$ cat src/rtl/stage_ex_alu.sv
// Execute stage: ALU, shifter, branch resolution and iterative multiplier for the RV32IM pipeline.
// Results are registered into ASR and forwarded to memory access and back to decode.
module stage_ex_alu #(
    parameter int MUL_BITS = 2
) (
    input  logic        clk,
    input  logic        rst,
    input  logic        Done_I,
    input  logic [31:0] PC_I,
    input  logic [31:0] RR1_I,
    input  logic [31:0] RR2_I,
    input  logic [4:0]  RAR_I,
    input  logic [19:0] DCR_I,
    input  logic [31:0] Imm_I,
    input  logic        Feedback_Mem_Acc,
    output logic        Done_O,
    output logic [31:0] PC_O,
    output logic [31:0] ASR,
    output logic [4:0]  RAR_O,
    output logic [4:0]  MA_Ctrl,
    output logic [31:0] Store_Data,
    output logic        Feedback_Branch,
    output logic [31:0] Branch_Target,
    output logic        Busy_O
);
    localparam int         N        = 32 / MUL_BITS;
    localparam logic [4:0] CNT_LAST = 5'(N - 1);
    localparam logic [0:0] S_IDLE   = 1'b0;
    localparam logic [0:0] S_MULT   = 1'b1;

    logic        w_auipc, w_r, w_il, w_ij, w_s, w_u, w_b, w_j, w_mul, w_sft;
    logic [2:0]  w_f3, w_aluop;
    logic [1:0]  w_sftop;
    logic [31:0] w_op_a, w_op_b, w_sum, w_diff, w_alu, w_shift, w_res, w_tgt;
    logic signed [31:0] w_op_a_s, w_op_b_s;
    logic        w_taken, w_accept, w_unused;
    logic [31:0] w_mul_step, w_prod_next;

    logic [0:0]  r_state;
    logic [4:0]  r_cnt;
    logic [31:0] r_mcand, r_mplier, r_prod, r_mul_pc;
    logic [4:0]  r_mul_rar, r_mul_ma;

    assign w_auipc = DCR_I[19];
    assign w_f3    = DCR_I[18:16];
    assign w_r     = DCR_I[15];
    assign w_il    = DCR_I[13];
    assign w_ij    = DCR_I[12];
    assign w_s     = DCR_I[11];
    assign w_u     = DCR_I[10];
    assign w_b     = DCR_I[9];
    assign w_j     = DCR_I[8];
    assign w_mul   = DCR_I[7];
    assign w_sft   = DCR_I[5];
    assign w_aluop = DCR_I[4:2];
    assign w_sftop = DCR_I[1:0];

    assign w_op_a = (w_auipc | w_j | w_ij) ? PC_I :
                    w_u                    ? 32'd0 : RR1_I;
    assign w_op_b = (w_j | w_ij) ? 32'd4 :
                    (w_r | w_b)  ? RR2_I : Imm_I;
    assign w_op_a_s = w_op_a;
    assign w_op_b_s = w_op_b;
    assign w_sum    = w_op_a + w_op_b;
    assign w_diff   = w_op_a - w_op_b;

    always_comb begin
        w_alu = 32'd0;
        case (w_aluop)
            3'b000:  w_alu = w_sum;
            3'b001:  w_alu = w_diff;
            3'b010:  w_alu = {31'd0, w_op_a_s < w_op_b_s};
            3'b011:  w_alu = {31'd0, w_op_a < w_op_b};
            3'b100:  w_alu = w_op_a ^ w_op_b;
            3'b110:  w_alu = w_op_a | w_op_b;
            3'b111:  w_alu = w_op_a & w_op_b;
            default: w_alu = 32'd0;
        endcase
    end

    always_comb begin
        w_shift = 32'd0;
        case (w_sftop)
            2'b00:   w_shift = w_op_a << w_op_b[4:0];
            2'b10:   w_shift = w_op_a >> w_op_b[4:0];
            2'b11:   w_shift = 32'(w_op_a_s >>> w_op_b[4:0]);
            default: w_shift = 32'd0;
        endcase
    end

    assign w_res = w_sft ? w_shift : w_alu;

    // beq/bne compare by equality; the ordered compares reuse the slt/sltu bit
    assign w_taken  = (w_f3[2] ? w_alu[0] : (w_diff == 32'd0)) ^ w_f3[0];
    assign w_accept = Done_I & ~Feedback_Mem_Acc & (r_state == S_IDLE);
    assign Feedback_Branch = w_accept & w_b & w_taken;
    assign w_tgt         = PC_I + Imm_I;
    assign Branch_Target = {w_tgt[31:2], 2'b00};

    assign w_mul_step  = r_mcand * {{(32 - MUL_BITS){1'b0}}, r_mplier[MUL_BITS-1:0]};
    assign w_prod_next = r_prod + w_mul_step;

    assign w_unused = &{1'b0, DCR_I[14], DCR_I[6], w_tgt[1:0]};

    // Control and result registers
    always_ff @(posedge clk) begin
        if (rst) begin
            r_state    <= S_IDLE;
            r_cnt      <= 5'd0;
            Done_O     <= 1'b0;
            Busy_O     <= 1'b0;
            ASR        <= 32'd0;
            PC_O       <= 32'd0;
            RAR_O      <= 5'd0;
            MA_Ctrl    <= 5'd0;
            Store_Data <= 32'd0;
        end else if (!Feedback_Mem_Acc) begin
            case (r_state)
                S_IDLE: begin
                    if (Done_I && w_mul) begin
                        r_state <= S_MULT;
                        r_cnt   <= CNT_LAST;
                        Busy_O  <= 1'b1;
                        Done_O  <= 1'b0;
                    end else if (Done_I) begin
                        Done_O     <= 1'b1;
                        ASR        <= w_res;
                        PC_O       <= PC_I;
                        RAR_O      <= w_b ? 5'd0 : RAR_I;
                        MA_Ctrl    <= {w_il, w_s, w_f3};
                        Store_Data <= RR2_I;
                    end else begin
                        Done_O <= 1'b0;
                    end
                end
                default: begin
                    if (r_cnt == 5'd0) begin
                        r_state <= S_IDLE;
                        ASR     <= w_prod_next;
                        Done_O  <= 1'b1;
                        Busy_O  <= 1'b0;
                        RAR_O   <= r_mul_rar;
                        PC_O    <= r_mul_pc;
                        MA_Ctrl <= r_mul_ma;
                    end else begin
                        r_cnt <= r_cnt - 5'd1;
                    end
                end
            endcase
        end
    end

    // Multiplier datapath
    always_ff @(posedge clk) begin
        if (!Feedback_Mem_Acc) begin
            if (r_state == S_IDLE && Done_I && w_mul) begin
                r_mcand   <= RR1_I;
                r_mplier  <= RR2_I;
                r_prod    <= 32'd0;
                r_mul_rar <= RAR_I;
                r_mul_pc  <= PC_I;
                r_mul_ma  <= {w_il, w_s, w_f3};
            end else if (r_state == S_MULT) begin
                r_prod   <= w_prod_next;
                r_mcand  <= r_mcand << MUL_BITS;
                r_mplier <= r_mplier >> MUL_BITS;
            end
        end
    end
endmodule
$ cat config.mk
export PLATFORM = sky130hd
export DESIGN_NAME = stage_ex_alu
export DESIGN_NICKNAME = d
export VERILOG_FILES = /design/src/rtl/stage_ex_alu.sv
export SDC_FILE = /design/constraint.sdc
export NUM_CORES = 1
export LEC_CHECK = 0
export CAP_MARGIN = 20
export CORE_UTILIZATION = 35
export DETAILED_ROUTE_END_ITERATION = 16
export PLACE_DENSITY = 0.51
export SYNTH_ARGS = -nofsm -noshare
export SYNTH_HDL_FRONTEND = slang
export SYNTH_SLANG_ARGS = --single-unit
$ cat constraint.sdc
create_clock -name clk -period 9.8 [get_ports clk]
set_clock_uncertainty 0.05 [all_clocks]
set_input_delay 0.98 -clock clk [delete_from_list [all_inputs] [get_ports clk]]
set_output_delay 0.98 -clock clk [all_outputs]
set_load 0.005 [all_outputs]
After elaboration in Yosys (flattened, before gate mapping)
Cells that the tools add are included.
Widths: inputs -> output; s select.
{"block": "classes", "addsub": 5, "mul": 1, "div_mod_pow": 0, "n_lt_le_gt_ge": 2, "eq_ne": 11, "n_shift": 3, "muxes": 43, "n_bitwise": 15, "reduce_logical": 17}
{"op": "$mux 32", "count": 18}
{"op": "$pmux 32 s7", "count": 1}
{"op": "$add 32x32->32", "count": 3}
{"op": "$pmux 32 s3", "count": 1}
{"op": "$lt 32x32->1", "count": 2}
{"op": "$mux 5", "count": 12}
{"op": "$and 32x32->32", "count": 1}
{"op": "$logic_not 32->1", "count": 1}
{"op": "$mul 32x2->32", "count": 1}
{"op": "$or 32x32->32", "count": 1}
{"op": "$shl 32x5->32", "count": 1}
{"op": "$shr 32x5->32", "count": 1}
{"op": "$sshr 32x5->32", "count": 1}
{"op": "$sub 32x32->32", "count": 1}
{"op": "$xor 32x32->32", "count": 1}
{"op": "$mux 1", "count": 11}
{"op": "$eq 3x3->1 const B", "count": 3}
{"op": "$reduce_and 4->1", "count": 2}
{"op": "$eq 3x2->1 const B", "count": 2}
{"op": "$reduce_and 2->1", "count": 3}
{"op": "$reduce_and 3->1", "count": 2}
{"op": "$reduce_bool 2->1", "count": 3}
{"op": "$logic_not 5->1", "count": 1}
{"op": "$sub 5x1->5 const B", "count": 1}
{"op": "other kinds (11)", "count": 23}
{"block": "totals", "regBits": 252, "latch_bits": 0, "mem_bits_rw": 0, "rom_bits": 0, "in_bits": 157, "out_inout_bits": 141, "wordCells": 112, "n_memories": 0}

Longest topological paths before layout
Gate-level depths: netlist of the first run.
{"block": "depth", "ltp_word": 9, "ltp_mapped": 20, "ltp_nobuf": 16}

Worst setup path before layout of the first run
No wires, ideal clock.
{"block": "synth_path", "kind": "input to register", "from": "in DCR_I[7]", "to": "reg r_mcand[0] (enable)", "setup_time_ps": 583, "arrival_ps": 5732, "required_time_ps": 9167, "path_slack_ps": 3435, "stages": 2, "path_cell_list": "nand2_1 > a21oi_1"}
{"block": "synth_between", "elab_chain_len": 3}
{"element": "from (decl)", "line_no": "13", "text": "input logic [19:0] DCR_I,"}
{"element": "$logic_and 1x1->1", "line_no": "156", "text": "if (r_state == S_IDLE && Done_I && w_mul) begin"}
{"element": "$reduce_bool 2->1 (no line)"}
{"element": "$reduce_and 2->1 (no line)"}
{"element": "to (signal assigned)", "line_no": "165", "text": "r_mcand <= r_mcand << MUL_BITS;"}
{"element": "to (decl)", "line_no": "41", "text": "logic [31:0] r_mcand, r_mplier, r_prod, r_mul_pc;"}
Every way passes these cells.
A chain may end at the register's enable or synchronous reset.

Final worst setup path of the first run
{"block": "layout_path", "from": "in DCR_I[9]", "to": "out Feedback_Branch"}
{"block": "layout_between", "elab_chain_len": 8, "word_cells_on_any_way": 16}
{"element": "$or 1x1->1", "line_no": "61", "text": "(w_r | w_b) ? RR2_I : Imm_I;"}
{"element": "$mux 32", "line_no": "61"}
{"element": "$mux 32", "line_no": "60", "text": "assign w_op_b = (w_j | w_ij) ? 32'd4 :"}
{"element": "$sub 32x32->32, or another cell as far along", "line_no": "65", "text": "assign w_diff = w_op_a - w_op_b;"}
{"element": "$logic_not 32->1 / $pmux 32 s7 (equally long branches)", "line_no": "94, 69"}
{"element": "$mux 1", "line_no": "94", "text": "assign w_taken = (w_f3[2] ? w_alu[0] : (w_diff == 32'd0)) ^ w_f3[0];"}
{"element": "$xor 1x1->1", "line_no": "94"}
{"element": "$and 1x1->1 *", "line_no": "96", "text": "assign Feedback_Branch = w_accept & w_b & w_taken;"}
{"element": "to (decl)", "line_no": "22", "text": "output logic Feedback_Branch,"}
Mark *: on every way between the ends. The rest lies on a longest branch, timed or not.

==> results of run 1 <==
worst max path at each step:
| stage | end | slack [ps] | from | cells past startpoint |
|---|---|---|---|---|
| finish | Feedback_Branch | 1720 | DCR_I[9] | 16 |
| CTS | Feedback_Branch | 1760 | DCR_I[9] | 16 |
| detailed placement | Feedback_Branch | 1790 | DCR_I[9] | 16 |
| global route | Feedback_Branch | 1440 | DCR_I[9] | 16 |
| floorplan | r_mcand[0]$_SDFFCE_PN0P_ | 3430 | DCR_I[7] | 2 |
| global placement | Feedback_Branch | 1820 | DCR_I[9] | 16 |
kinds of logic (layout without fill, tap and decap cells):
kind of cell	after synthesis	count (layout)
other	1	10
AO/OA/AOI/OAI	774	774
AND/OR/NAND/NOR	1109	1109
buffers and inverters	405	607
XOR/XNOR	99	99
multiplexers	275	275
adder cells (fa/ha/maj)	194	194
flip-flops	252	252
synth_stat cells (18+ instances only):
cell        n  area (um^2)
a21oi_1   183          916
o21ai_1    19         95.1
a221oi_1   19          166
and2_1     19          119
nand3_1    38          190
a22oi_1    25          188
o21bai_1   18          135
a22o_1     19          166
o211ai_1   26          195
o21ai_0   125          626
xnor2_1    69          604
fa_1       33          661
clkbuf_1  120          450
ha_1      161         2010
o31ai_1    20          150
nor2_1    303         1140
nand2_1   494         1850
a211oi_1   77          578
mux2i_1   210         2100
o22ai_1    22          138
edfxtp_1  138         4140
nor2b_1    47          294
inv_1     197          739
xor2_1     30          263
nand2b_1   53          332
a21o_1     40          300
o21a_1     18          135
dfxtp_1   114         2280
a31oi_1    27          169
mux2_2     56          631
buf_1      21         78.8
buf_2      36          180
nor3_1     65          325
sequential cells by signal, summed over array words and instances, names as in the netlist:
signal / count
Done_O: 1
ASR: 32
Store_Data: 32
r_mcand: 32
Busy_O: 1
r_prod: 32
r_mplier: 32
r_mul_pc: 32
MA_Ctrl: 5
RAR_O: 5
r_mul_rar: 5
r_mul_ma: 5
r_state: 1
r_cnt: 5
PC_O: 32
through the flow:
step	utilization, %	cells
floorplan	-	3110
global placement	40.5	4194
detailed placement	40.5	4194
CTS	42.0	4252
global route	42.0	4258
finish	42.1	4260
cells in the final DEF, fill, tap and decap left out, drive strengths merged, types with 33 or more instances in the layout:
cell type | synthesis | routed
a21o | 40 | 40
mux2 | 60 | 60
clkdlybuf4s50 | 0 | 291
nor2 | 303 | 303
nand2 | 495 | 495
mux2i | 211 | 211
inv | 202 | 204
buf | 75 | 48
a21oi | 184 | 184
nor3 | 66 | 66
o21ai | 146 | 146
edfxtp | 138 | 138
ha | 161 | 161
clkbuf | 120 | 42
a211oi | 79 | 79
xnor2 | 69 | 69
nand2b | 53 | 53
nand3 | 38 | 38
fa | 33 | 33
nor2b | 47 | 47
dfxtp | 114 | 114
critical path, cell delays in order:
cell             delay [ps]
clkdlybuf4s50_1         720
nor2_4                  820
mux2i_1                 170
nand2b_1                320
ha_1                    510
a21o_1                  230
or3_4                   340
o22ai_1                 430
o21ai_0                 300
xor2_1                  200
a2111oi_0               560
nand4_1                 230
and4bb_1                400
nand3_1                  90
nand3_1                 190
clkdlybuf4s50_1         540
power groups by stage:
stage          Sequential [W]  Combinational (W)  Clock [W]
2_1_floorplan         0.00127            0.00105          0
3_3_place_gp          0.00128            0.00173          0
3_5_place_dp          0.00128            0.00174          0
4_1_cts               0.00126            0.00175    0.00122
5_1_grt               0.00127            0.00190    0.00127
6_report              0.00126            0.00177    0.00120
metal layers:
layer / share of wire (%) / wire (um) / GRT usage, % / vias up
met5: 0.040 / 47 / 0 / -
met4: 4.9 / 5720 / 13.9 / 8
met3: 5.9 / 6850 / 3.62 / 204
met2: 46 / 54000 / 51.6 / 959
met1: 43 / 49500 / 41.2 / 12099
li1: - / - / - / 11411
final cells by class:
type | count | area share (%)
multi-input combinational | 2453 | 56.6
clock buffer | 42 | 3.02
tap | 940 | 4.00
sequential | 252 | 21.9
inverter | 210 | 2.69
clock inverter | 16 | 0.587
timing repair buffer | 339 | 11.1
antenna | 8 | 0.0681
==> flow_metrics.tcl, run 1 <==
set metrics [dict create \
    run_status "finished, final reports clean" \
    row_count 97 \
    multiInputGateArea_um2 16600 \
    setup_viol 0 \
    synth_edf_count 138 \
    crit_type "input port to output port" \
    r2r_end "ASR[31]$_SDFFE_PP0P_" \
    cts_sinks 252 \
    swShare_pct 38.8 \
    yosys_most_used_dff "edfxtp_1" \
    ff_latch_area_um2 6430 \
    hold_depth 2 \
    clockBufferDepth 3 \
    synth-compound-area-share_pct 21.3 \
    regToRegSetupSlack_ps 4780 \
    synthCells 3109 \
    num_vias 24681 \
    htree_levels 1 \
    cts_tree "built" \
    worstPathArrival_ps 7050 \
    ys_seq_area_share_pct 26.0 \
    post_cts_resized 0 \
    reg2reg_depth 17 \
    yosys.area_share.adder_pct 10.8 \
    worst_slack_ps 1720 \
    crit_required_ps 8770 \
    post_drt_via_cell_ratio 5.79 \
    port_buffers 293 \
    p_switching_w 0.00164 \
    die_width_um 268 \
    slew_violations 0 \
    synth_xor_area_share_pct 3.51 \
    cap_violations 0 \
    dp_hpwl_um 90800 \
    ios 298 \
    hp-start "ASR[10]$_SDFFE_PP0P_" \
    start_util_pct 35.3 \
    post-cts-setup-buffers 0 \
    core_area_um2 69900 \
    holdWs_ps 400 \
    grt_overflow 0 \
    grt_pass1_wl_um 165000 \
    ys.warnings.count 0 \
    p_per_area_nw_per_um2 144 \
    drc 0 \
    drtIter0Drc 2536 \
    min_to "ASR[10]$_SDFFE_PP0P_" \
    period_needed_ps 8080 \
    numCtsBuffers 31 \
    cp-start-kind "input port" \
    relSlewSlack_pct 22.1 \
    irDropWorstVdd_uv 129 \
    root_buffer "clkbuf_16" \
    grt_pass1_vias 23622 \
    hold_viol_final 0 \
    nFillCells 7213 \
    design_area_um2 29400 \
    clkTransAtPathRegs_ps 60 \
    die_h_um 268 \
    place_ws_ps 1790 \
    wl_per_cell_um 27.3 \
    drive_above_1_share_pct 6.40 \
    pwr-share-clk_pct 28.4 \
    placed_cell_area_um2 28300 \
    ant_nets 0 \
    syn-cell-area_um2 24700 \
    fin_setup_tns_ps 0 \
    finalPower_w 0.00424 \
    yosys.cell_types.count 108 \
    critical_path.max_fanout 21 \
    r2r-start "r_mplier[0]$_DFFE_PP_" \
    period_share_pct 82.5 \
    antenna_found_initial 18 \
    syn2layout_area_growth_pct 19.0 \
    rsz0062_at_grt "false" \
    gp_congestion 1.00 \
    grt_max_degree 93 \
    cts_hold_buf 0 \
    synth_top_family_by_area "compound AO/OA/AOI/OAI gates" \
    leakage_nw 12.0 \
    synth_simple_gate_area_share_pct 19.8 \
    ys_seq_elements 252 \
    end_kind "output port" \
    hp-class "register to register" \
    pwr-share-comb_pct 41.8 \
    clock_latency_ps 600 \
    p_int_w 0.00259 \
    routed_wl_um 116000 \
    synth-async-reset-ratio_pct 0 \
    syn_avg_cell_area_um2 7.94 \
    layout.nets 3638 \
    dr.pass1.iters 6 \
    max_clock_freq_mhz 124 \
    muxShareOfSynthArea_pct 11.8 \
    die-area_um2 71600 \
    p_seq_share_pct 29.7 \
    grt_usage_pct 31.4 \
    worst_pin_slew_ps 1160 \
]
No activity file was read; power rests on OpenSTA's default activity.
==> inputs of run 2 (changes only) <==
Settings changed: PLACE_DENSITY 0.51 to 0.53.
Clock period 9.8 ns to 6.7 ns, I/O delays scaled along.
==> flow_metrics.tcl, run 2 (synthesized netlist as in run 1, its figures left out) <==
set metrics [dict create \
    reg2reg_depth 14 \
    ios 298 \
    run_status "finished, final reports clean" \
    gp_congestion 1.01 \
    cap_violations 0 \
    setup_viol 0 \
    max_clock_freq_mhz 152 \
    drtIter0Drc 2433 \
    die_width_um 268 \
    crit_type "input port to output port" \
    final_util_pct 43.8 \
    post-cts-setup-buffers 0 \
    leakage_nw 12.8 \
    end_kind "output port" \
    finalPower_w 0.00637 \
    drc 0 \
    cp-start-kind "input port" \
    grt_usage_pct 32.0 \
    cp_cell_sequence "clkdlybuf4s50_1 -> buf_4 -> nor3_4 -> buf_4 -> buf_4 -> mux2_2 -> ha_1 -> buf_4 -> o21ai_0 -> a211oi_1 -> nor2_1 -> a2111oi_4 -> buf_4 -> or4_1 -> o311a_1 -> o2111a_1 -> and4bb_1 -> a211o_1 -> nand3_1 -> clkdlybuf4s50_1" \
    final_cell_mix "nand2_1 (493), nor2_1 (297), clkdlybuf4s50_1 (291)" \
    routed_wl_um 119000 \
    worst_pin_slew_ps 1170 \
    die-area_um2 71600 \
    num_vias 25525 \
    hold_viol_final 0 \
    grt_pass1_vias 24126 \
    path_depth 20 \
    hold_depth 2 \
    instances_no_fill 4408 \
    critical_path.max_fanout 10 \
    grt_overflow 0 \
    irDropWorstVdd_uv 199 \
    cts_hold_buf 0 \
    dr.pass1.iters 6 \
    slew_violations 0 \
    die_h_um 268 \
    period_share_pct 98.2 \
    cts_sinks 252 \
    hp-class "register to register" \
    antenna_found_initial 9 \
    layout.nets 3791 \
    holdWs_ps 406 \
    rsz0062_at_grt "false" \
    p_per_area_nw_per_um2 208 \
    period_needed_ps 6580 \
    slowest_stage "clkdlybuf4s50_1" \
    grt_pass1_wl_um 169000 \
    start_util_pct 35.3 \
    fin_setup_tns_ps 0 \
    ant_nets 0 \
    port_buffers 293 \
    grt_max_degree 90 \
    drive_above_1_share_pct 10.7 \
    cp_common_cell "buf_4" \
    cp_top_family "buffers and inverters" \
    dp_hpwl_um 95100 \
    crit_required_ps 5980 \
    post_cts_resized 0 \
    core_area_um2 69900 \
    clock_latency_ps 610 \
    clkTransAtPathRegs_ps 60 \
    relSlewSlack_pct 22.0 \
    cts_tree "built" \
    placed_cells 4347 \
    root_buffer "clkbuf_16" \
    layout_commonest_cell "nand2_1" \
    path_buf_inv 7 \
    wl_per_cell_um 26.9 \
    cpPeakStageDelay_ps 560 \
    htree_levels 1 \
    clockBufferDepth 3 \
    post_drt_via_cell_ratio 5.79 \
    numCtsBuffers 31 \
    worstPathArrival_ps 5860 \
    syn2layout_area_growth_pct 24.1 \
    row_count 97 \
]
-- run 2: power by group --
part	total, W	switching, W	internal, W
clock network	0.00179	0.000725	0.00107
registers	0.00185	0.0000655	0.00178
logic	0.00273	0.00165	0.00108
total	0.00637	0.00244	0.00393
-- run 2: routing by layer --
layer | GRT usage (%) | wire length (um) | vias to the layer above
met2 | 51.4 | 54400 | 1001
met3 | 3.67 | 7190 | 165
met1 | 44.3 | 52700 | 12645
met5 | 0 | 11 | -
met4 | 10.4 | 4160 | 2
li1 | - | - | 11712
-- run 2: tightest hold or removal path, cell delays in order (launching register included) --
cell     delay [ps]
dfxtp_1         310
nand2_1          50
a21oi_1          50
-- run 2: layout make-up --
class                           instances  area, um^2
Antenna cell                            3        7.51
Clock buffer                           41         833
Clock inverter                         17         228
Fill cell                            7123       39300
Inverter                              210         792
Multi-Input combinational cell       2453       16700
Sequential cell                       252        6430
Tap cell                              940        1180
Timing Repair Buffer                  492        4470
-- run 2: path summary, 6_finish.rpt --
| check | startpoint | to | slack (ps) |
|---|---|---|---|
| max | DCR_I[19] | Feedback_Branch | 120 |
| min reg2reg | Store_Data[19]$_SDFFE_PP0P_ | Store_Data[19]$_SDFFE_PP0P_ | 410 |
| min | Store_Data[19]$_SDFFE_PP0P_ | Store_Data[19]$_SDFFE_PP0P_ | 410 |
| max reg2reg | r_mplier[0]$_DFFE_PP_ | r_prod[31]$_SDFFCE_PP0P_ | 1710 |
-- run 2: stage by stage --
stage	setup slack [ps]	instance area (um^2)
CTS	0.594	30600
global route	7.17	30600
finish	119	30700
global placement	21.8	29500
detailed placement	0.780	29500
floorplan	552	24700
